**src/rtl/hdmi_tx_pkg.sv**
```systemverilog
// Shared timing constants, TMDS control tokens and encoder helpers for the
// 720x480p60 DVI source.
package hdmi_tx_pkg;

   localparam int H_ACTIVE = 720;
   localparam int H_FRONT  = 16;
   localparam int H_SYNC   = 62;
   localparam int H_BACK   = 60;
   localparam int V_ACTIVE = 480;
   localparam int V_FRONT  = 9;
   localparam int V_SYNC   = 6;
   localparam int V_BACK   = 30;
   localparam logic SYNC_POL = 1'b0;

   localparam int H_BLANK = H_FRONT + H_SYNC + H_BACK;
   localparam int V_BLANK = V_FRONT + V_SYNC + V_BACK;

   localparam logic [9:0] CTRL_TOKEN_00 = 10'b1101010100;
   localparam logic [9:0] CTRL_TOKEN_01 = 10'b0010101011;
   localparam logic [9:0] CTRL_TOKEN_10 = 10'b0101010100;
   localparam logic [9:0] CTRL_TOKEN_11 = 10'b1010101011;
   localparam logic [9:0] CLOCK_SYMBOL  = 10'b0000011111;

   typedef struct packed {
      logic de;
      logic hsync;
      logic vsync;
   } pixelCtrl_t;

   function automatic logic [3:0] countOnes(input logic [7:0] v);
      logic [3:0] n;
      n = '0;
      for (int i = 0; i < 8; i++) n = n + {3'b000, v[i]};
      return n;
   endfunction

   // Stage one of 8b/10b: pick XOR or XNOR chaining to minimise transitions.
   function automatic logic [8:0] transitionMin(input logic [7:0] d);
      logic [8:0] q;
      logic [3:0] n1;
      logic useXnor;
      n1 = countOnes(d);
      useXnor = (n1 > 4'd4) || (n1 == 4'd4 && !d[0]);
      q[0] = d[0];
      for (int i = 1; i < 8; i++) q[i] = useXnor ? ~(q[i-1] ^ d[i]) : (q[i-1] ^ d[i]);
      q[8] = ~useXnor;
      return q;
   endfunction

   function automatic logic [9:0] ctrlToken(input logic [1:0] c);
      case (c)
         2'b00:   return CTRL_TOKEN_00;
         2'b01:   return CTRL_TOKEN_01;
         2'b10:   return CTRL_TOKEN_10;
         default: return CTRL_TOKEN_11;
      endcase
   endfunction

endpackage

```
**src/rtl/tmds_channel_encoder.sv**
```systemverilog
// One TMDS lane: 8b/10b data encode with running disparity, or control token
// during blanking. Output is registered.
module tmds_channel_encoder
   import hdmi_tx_pkg::*;
#(
   parameter logic [9:0] RESET_SYMBOL = CTRL_TOKEN_00
) (
   input  logic       pixelClock,
   input  logic       reset,
   input  logic [7:0] data,
   input  logic       de,
   input  logic       c0,
   input  logic       c1,
   output logic [9:0] symbol
);

   logic [8:0]        qm;
   logic [3:0]        n1Qm;
   logic signed [4:0] disparity, diff, disparityNext;
   logic [9:0]        symbolNext;

   always_comb begin
      qm            = transitionMin(data);
      n1Qm          = countOnes(qm[7:0]);
      // N1-N0 of q_m, computed mod 32; the true result always fits in 5 bits.
      diff          = $signed({n1Qm, 1'b0}) - 5'sd8;
      symbolNext    = ctrlToken({c1, c0});
      disparityNext = 5'sd0;
      if (de) begin
         if (disparity == 5'sd0 || n1Qm == 4'd4) begin
            symbolNext    = {~qm[8], qm[8], qm[8] ? qm[7:0] : ~qm[7:0]};
            disparityNext = qm[8] ? disparity + diff : disparity - diff;
         end else if ((!disparity[4] && n1Qm > 4'd4) || (disparity[4] && n1Qm < 4'd4)) begin
            symbolNext    = {1'b1, qm[8], ~qm[7:0]};
            disparityNext = disparity - diff + (qm[8] ? 5'sd2 : 5'sd0);
         end else begin
            symbolNext    = {1'b0, qm[8], qm[7:0]};
            disparityNext = disparity + diff - (qm[8] ? 5'sd0 : 5'sd2);
         end
      end
   end

   always_ff @(posedge pixelClock or posedge reset) begin
      if (reset) begin
         symbol    <= RESET_SYMBOL;
         disparity <= 5'sd0;
      end else begin
         symbol    <= symbolNext;
         disparity <= disparityNext;
      end
   end

endmodule

```
**src/rtl/hdmi_tx_core.sv**
```systemverilog
// 720x480p60 DVI source core: raster counters, sync/DE decode and a two-stage
// pipeline into three TMDS lane encoders (lane 0 blue, 1 green, 2 red).
module hdmi_tx_core
   import hdmi_tx_pkg::*;
(
   input  logic               pixelClock,
   input  logic               reset,
   input  logic [7:0]         redByte,
   input  logic [7:0]         greenByte,
   input  logic [7:0]         blueByte,
   output logic               inActiveDisplay,
   output logic signed [11:0] hPosCounter,
   output logic signed [10:0] vPosCounter,
   output logic [9:0]         tmdsSymbol0,
   output logic [9:0]         tmdsSymbol1,
   output logic [9:0]         tmdsSymbol2,
   output logic [9:0]         tmdsClockSymbol
);

   localparam int NUM_LANES = 3;

   // Blanking occupies the negative counter range so active video starts at 0.
   localparam logic signed [11:0] H_FIRST  = 12'(-H_BLANK);
   localparam logic signed [11:0] H_LAST   = 12'(H_ACTIVE - 1);
   localparam logic signed [11:0] HS_FIRST = 12'(H_FRONT - H_BLANK);
   localparam logic signed [11:0] HS_LAST  = 12'(H_FRONT + H_SYNC - 1 - H_BLANK);
   localparam logic signed [10:0] V_FIRST  = 11'(-V_BLANK);
   localparam logic signed [10:0] V_LAST   = 11'(V_ACTIVE - 1);
   localparam logic signed [10:0] VS_FIRST = 11'(V_FRONT - V_BLANK);
   localparam logic signed [10:0] VS_LAST  = 11'(V_FRONT + V_SYNC - 1 - V_BLANK);

   logic                             hsyncNow, vsyncNow;
   logic [NUM_LANES-1:0][7:0]        pixelQ;
   pixelCtrl_t                       ctrlQ;
   logic [NUM_LANES-1:0][9:0]        laneSymbol;

   always_ff @(posedge pixelClock or posedge reset) begin
      if (reset) begin
         hPosCounter <= H_FIRST;
         vPosCounter <= V_FIRST;
      end else if (hPosCounter == H_LAST) begin
         hPosCounter <= H_FIRST;
         vPosCounter <= (vPosCounter == V_LAST) ? V_FIRST : vPosCounter + 11'sd1;
      end else begin
         hPosCounter <= hPosCounter + 12'sd1;
      end
   end

   assign inActiveDisplay = !hPosCounter[11] && !vPosCounter[10];
   assign hsyncNow = (hPosCounter >= HS_FIRST && hPosCounter <= HS_LAST) ? SYNC_POL : ~SYNC_POL;
   assign vsyncNow = (vPosCounter >= VS_FIRST && vPosCounter <= VS_LAST) ? SYNC_POL : ~SYNC_POL;

   always_ff @(posedge pixelClock or posedge reset) begin
      if (reset) begin
         pixelQ <= '0;
         ctrlQ  <= '{de: 1'b0, hsync: ~SYNC_POL, vsync: ~SYNC_POL};
      end else begin
         pixelQ <= {redByte, greenByte, blueByte};
         ctrlQ  <= '{de: inActiveDisplay, hsync: hsyncNow, vsync: vsyncNow};
      end
   end

   // Only the blue lane carries syncs; the others always send the 00 token.
   for (genvar lane = 0; lane < NUM_LANES; lane++) begin : gLane
      tmds_channel_encoder #(
         .RESET_SYMBOL(lane == 0 ? ctrlToken({~SYNC_POL, ~SYNC_POL}) : ctrlToken(2'b00))
      ) uEnc (
         .pixelClock (pixelClock),
         .reset      (reset),
         .data       (pixelQ[lane]),
         .de         (ctrlQ.de),
         .c0         (lane == 0 ? ctrlQ.hsync : 1'b0),
         .c1         (lane == 0 ? ctrlQ.vsync : 1'b0),
         .symbol     (laneSymbol[lane])
      );
   end

   assign tmdsSymbol0     = laneSymbol[0];
   assign tmdsSymbol1     = laneSymbol[1];
   assign tmdsSymbol2     = laneSymbol[2];
   assign tmdsClockSymbol = CLOCK_SYMBOL;

endmodule

```
**config.mk**
```make
export PLATFORM = sky130hd
export DESIGN_NAME = hdmi_tx_core
export DESIGN_NICKNAME = d
export VERILOG_FILES = /design/src/rtl/hdmi_tx_pkg.sv /design/src/rtl/tmds_channel_encoder.sv /design/src/rtl/hdmi_tx_core.sv
export SDC_FILE = /design/constraint.sdc
export NUM_CORES = 1
export LEC_CHECK = 0
export BUFFER_PORTS_ARGS = -buffer_cell sky130_fd_sc_hd__buf_2
export CAP_MARGIN = 20
export CORE_MARGIN = 3
export CORE_UTILIZATION = 50
export CTS_CLUSTER_SIZE = 25
export DETAILED_ROUTE_END_ITERATION = 16
export HOLD_SLACK_MARGIN = 0.02
export PLACE_DENSITY = 0.73
export SLEW_MARGIN = 0
export SYNTH_ARGS = -nofsm -noshare
export SYNTH_HDL_FRONTEND = slang
export SYNTH_SLANG_ARGS = --single-unit
```
**constraint.sdc**
```tcl
create_clock -name pixelClock -period 7.47 [get_ports pixelClock]
set_input_delay 0.3735 -clock pixelClock [delete_from_list [all_inputs] [get_ports pixelClock]]
set_output_delay 0.3735 -clock pixelClock [all_outputs]
set_load 0.005 [all_outputs]
```
==> flow_summary.yaml <==
logic_synthesis:
  syn_inst: 658
  synth-seq-cells: 92
  synth_edf_count: 0
  synth_top_cell_by_area: "dfrtp_1"
  ys_warn_count: 0
  syn_avg_cell_area_um2: 10.3
  synth.top_cell.area_share_pct: 21.0
  synth-main-ff-cell: "dfrtp_1"
  synth_area_leaders: "dfrtp_1 (21%), dfstp_2 (14%), ha_1 (12%)"
  synth_seq_area_share_pct: 34.6
  synth_cell_type_count: 75
  async_flop_share_pct: 100
  netlist_area_mm2: 0.00679
timing:
  clock.fmax_ghz: 0.135
  slew_headroom_pct: 44.4
  maxSlewViolCount: 0
  skew_ns: 0.00689
  setup_viol: 0
  finalHoldViolations: 0
  rsz0062_at_grt: "yes"
  period_share_pct: 99.4
  worst_slew_pin_slew_ns: 0.834
  setup_tns_ns: 0
  period_needed_ns: 7.42
status:
  status: "finished clean"
grt:
  use_met2_pct: 33.1
  grt_pass1_wl_mm: 23.7
  overflow: 0
  grt_use_met1_pct: 25.7
  antenna_found_initial: 0
  grt_use_total_pct: 19.9
  grt_max_degree: 64
  grt_pass1_vias: 5030
  grt_busiest_layer: "met2"
  grtUsageMet3_pct: 4.70
clock_tree:
  cts_tree: "yes"
  cts-root-buf: "clkbuf_16"
  ctsLongestPathBuffers: 2
  ctsHoldBuffers: 0
  clk-insertion-delay-late_ns: 0.35
  htreeDepth: 3
  clk_pin_slew_ns: 0.07
  cts-buffers-inserted: 9
  clock-sinks: 92
detailed_routing:
  drc_errors: 0
  ant_nets: 0
  vias: 4874
  wl_per_cell_um: 15.5
  wl_mm: 14.3
  drt-initial-drc-count: 227
  drtPass1Iterations: 4
  vias_per_cell: 5.27
die:
  die_height_um: 122
  die_x_um: 122
  coreArea_mm2: 0.0129
  io_pins: 90
  rows: 41
  initial_utilization_pct: 52.5
  die-area_mm2: 0.0150
setup_path:
  r2r_slack_ns: 0.05
  startpoint_type: "flop"
  cp-end-kind: "flop"
  slowest_delay_ns: 0.63
  crit_end: "gLane[2].uEnc.disparity[3]$_DFF_PP0_"
  crit_path_max_fanout: 5
  r2r-end: "gLane[2].uEnc.disparity[3]$_DFF_PP0_"
  critical_path_depth: 27
  cp_data_required_time_ns: 7.69
  critPathKind: "reg2reg"
  setup.worst_path.start: "pixelQ[16]$_DFF_PP0_"
  crit_family: "adder cells"
  critPathSlowestCell: "fa_2"
  reg2regPathDepth: 27
  crit_buf_inv: 6
  reg2reg_from: "pixelQ[16]$_DFF_PP0_"
  cp_data_arrival_time_ns: 7.64
placed_design:
  place_area_mm2: 0.00737
  dp.cells: 902
  port_buffers: 79
  hpwlAfterDp_mm: 10.7
  gp_congestion: 0.848
final_layout:
  area_delta_synth_final_pct: 16.0
  fillers: 1087
  antenna_cells: 0
  nNetsFinal: 869
  postLayoutCoreUtil_pct: 60.9
  final_cells: 924
  drive_gt1_share_pct: 27.3
  final_area_mm2: 0.00787
flow_run:
  maxCapViolCount: 0
worst_hold_path:
  hold_path.class: "in2async"
-- cells by family (layout without fill, tap and decap cells) --
group / count (synthesis) / in the layout / synth area share, %
other: 2 / 10 / 0.111
and+or+nand+nor: 158 / 158 / 11.8
buffers and inverters: 109 / 195 / 6.66
xor gates and xnor gates: 94 / 94 / 14.1
muxes: 12 / 12 / 2.01
DFF: 92 / 92 / 34.6
AOI/OAI and AO/OA: 95 / 95 / 9.74
adders and majority gates: 96 / 96 / 21.0
-- stage by stage --
stage / setup slack, ns / hold slack (ns)
after floorplan: 0.249 / 0.405
after global placement: 0.151 / 0.399
after detailed placement: -0.179 / 0.416
after CTS: 0.0138 / 0.0316
after global routing: -0.209 / 0.0591
final: 0.0471 / 0.0224
-- how the worst min path moves through the flow --
stage               cells after the start  slack [ns]                    to
finish                                  2        0.02  pixelQ[22]$_DFF_PP0_
floorplan                               0        0.40   pixelQ[0]$_DFF_PP0_
global placement                        2        0.40  pixelQ[22]$_DFF_PP0_
CTS                                     2        0.03  pixelQ[23]$_DFF_PP0_
detailed placement                      2        0.42  pixelQ[22]$_DFF_PP0_
global route                            2        0.06  pixelQ[20]$_DFF_PP0_
-- Yosys cell counts (8+ instances only) --
cell type / number
xnor2_1: 57
nor2_1: 46
dfstp_2: 35
nand2_1: 34
a21o_1: 8
ha_1: 66
a21oi_1: 31
nand3_1: 16
o21bai_1: 8
xor2_1: 26
and3_1: 8
dfrtp_1: 57
fa_1: 30
clkbuf_1: 13
o21ai_0: 8
mux2i_1: 10
nor3_1: 11
buf_4: 10
inv_1: 80
-- area by class of cell --
cell class	count	area, um^2	area share, %
Inverter	84	322	4.08
Clock inverter	6	53.8	0.683
Clock buffer	10	239	3.04
Sequential cell	92	2350	29.8
Multi-Input combinational cell	465	4180	53.1
Timing Repair Buffer	95	515	6.55
Tap cell	172	215	2.73
-- cells in the final DEF (no fill, tap or decap), types with 9 or more instances in the layout --
master	instances
buf_2	79
inv_1	74
ha_1	62
dfrtp_1	55
xnor2_1	53
nor2_1	46
dfstp_2	35
nand2_1	33
a21oi_1	30
xor2_1	26
fa_1	21
nand3_1	16
buf_4	16
nor3_1	11
mux2i_1	10
conb_1	10
fa_2	9
clkbuf_16	9
-- flip-flops by register name (all words and copies together) (netlist names) --
register and count:
gLane.uEnc.symbol 30, pixelQ 24, gLane.uEnc.disparity 12, hPosCounter 12
vPosCounter 11, ctrlQ 3
-- layer usage --
| metal | share of wire, % | vias up |
|---|---|---|
| met2 | 50 | 119 |
| met5 | 0 | - |
| li1 | - | 2323 |
| met4 | 1.9 | 0 |
| met1 | 44 | 2404 |
| met3 | 4.3 | 28 |
-- what timing repair did --
item                                    in CTS  in global routing
endpoints found under the setup margin       6                 33
setup buffers                                0                  6
gates cloned                                 0                  0
pin swaps                                    2                 16
gates resized for setup                      5                 33
Power is not shown: default switching activity piles up to over one toggle a cycle in this logic, so the estimate is an artifact.
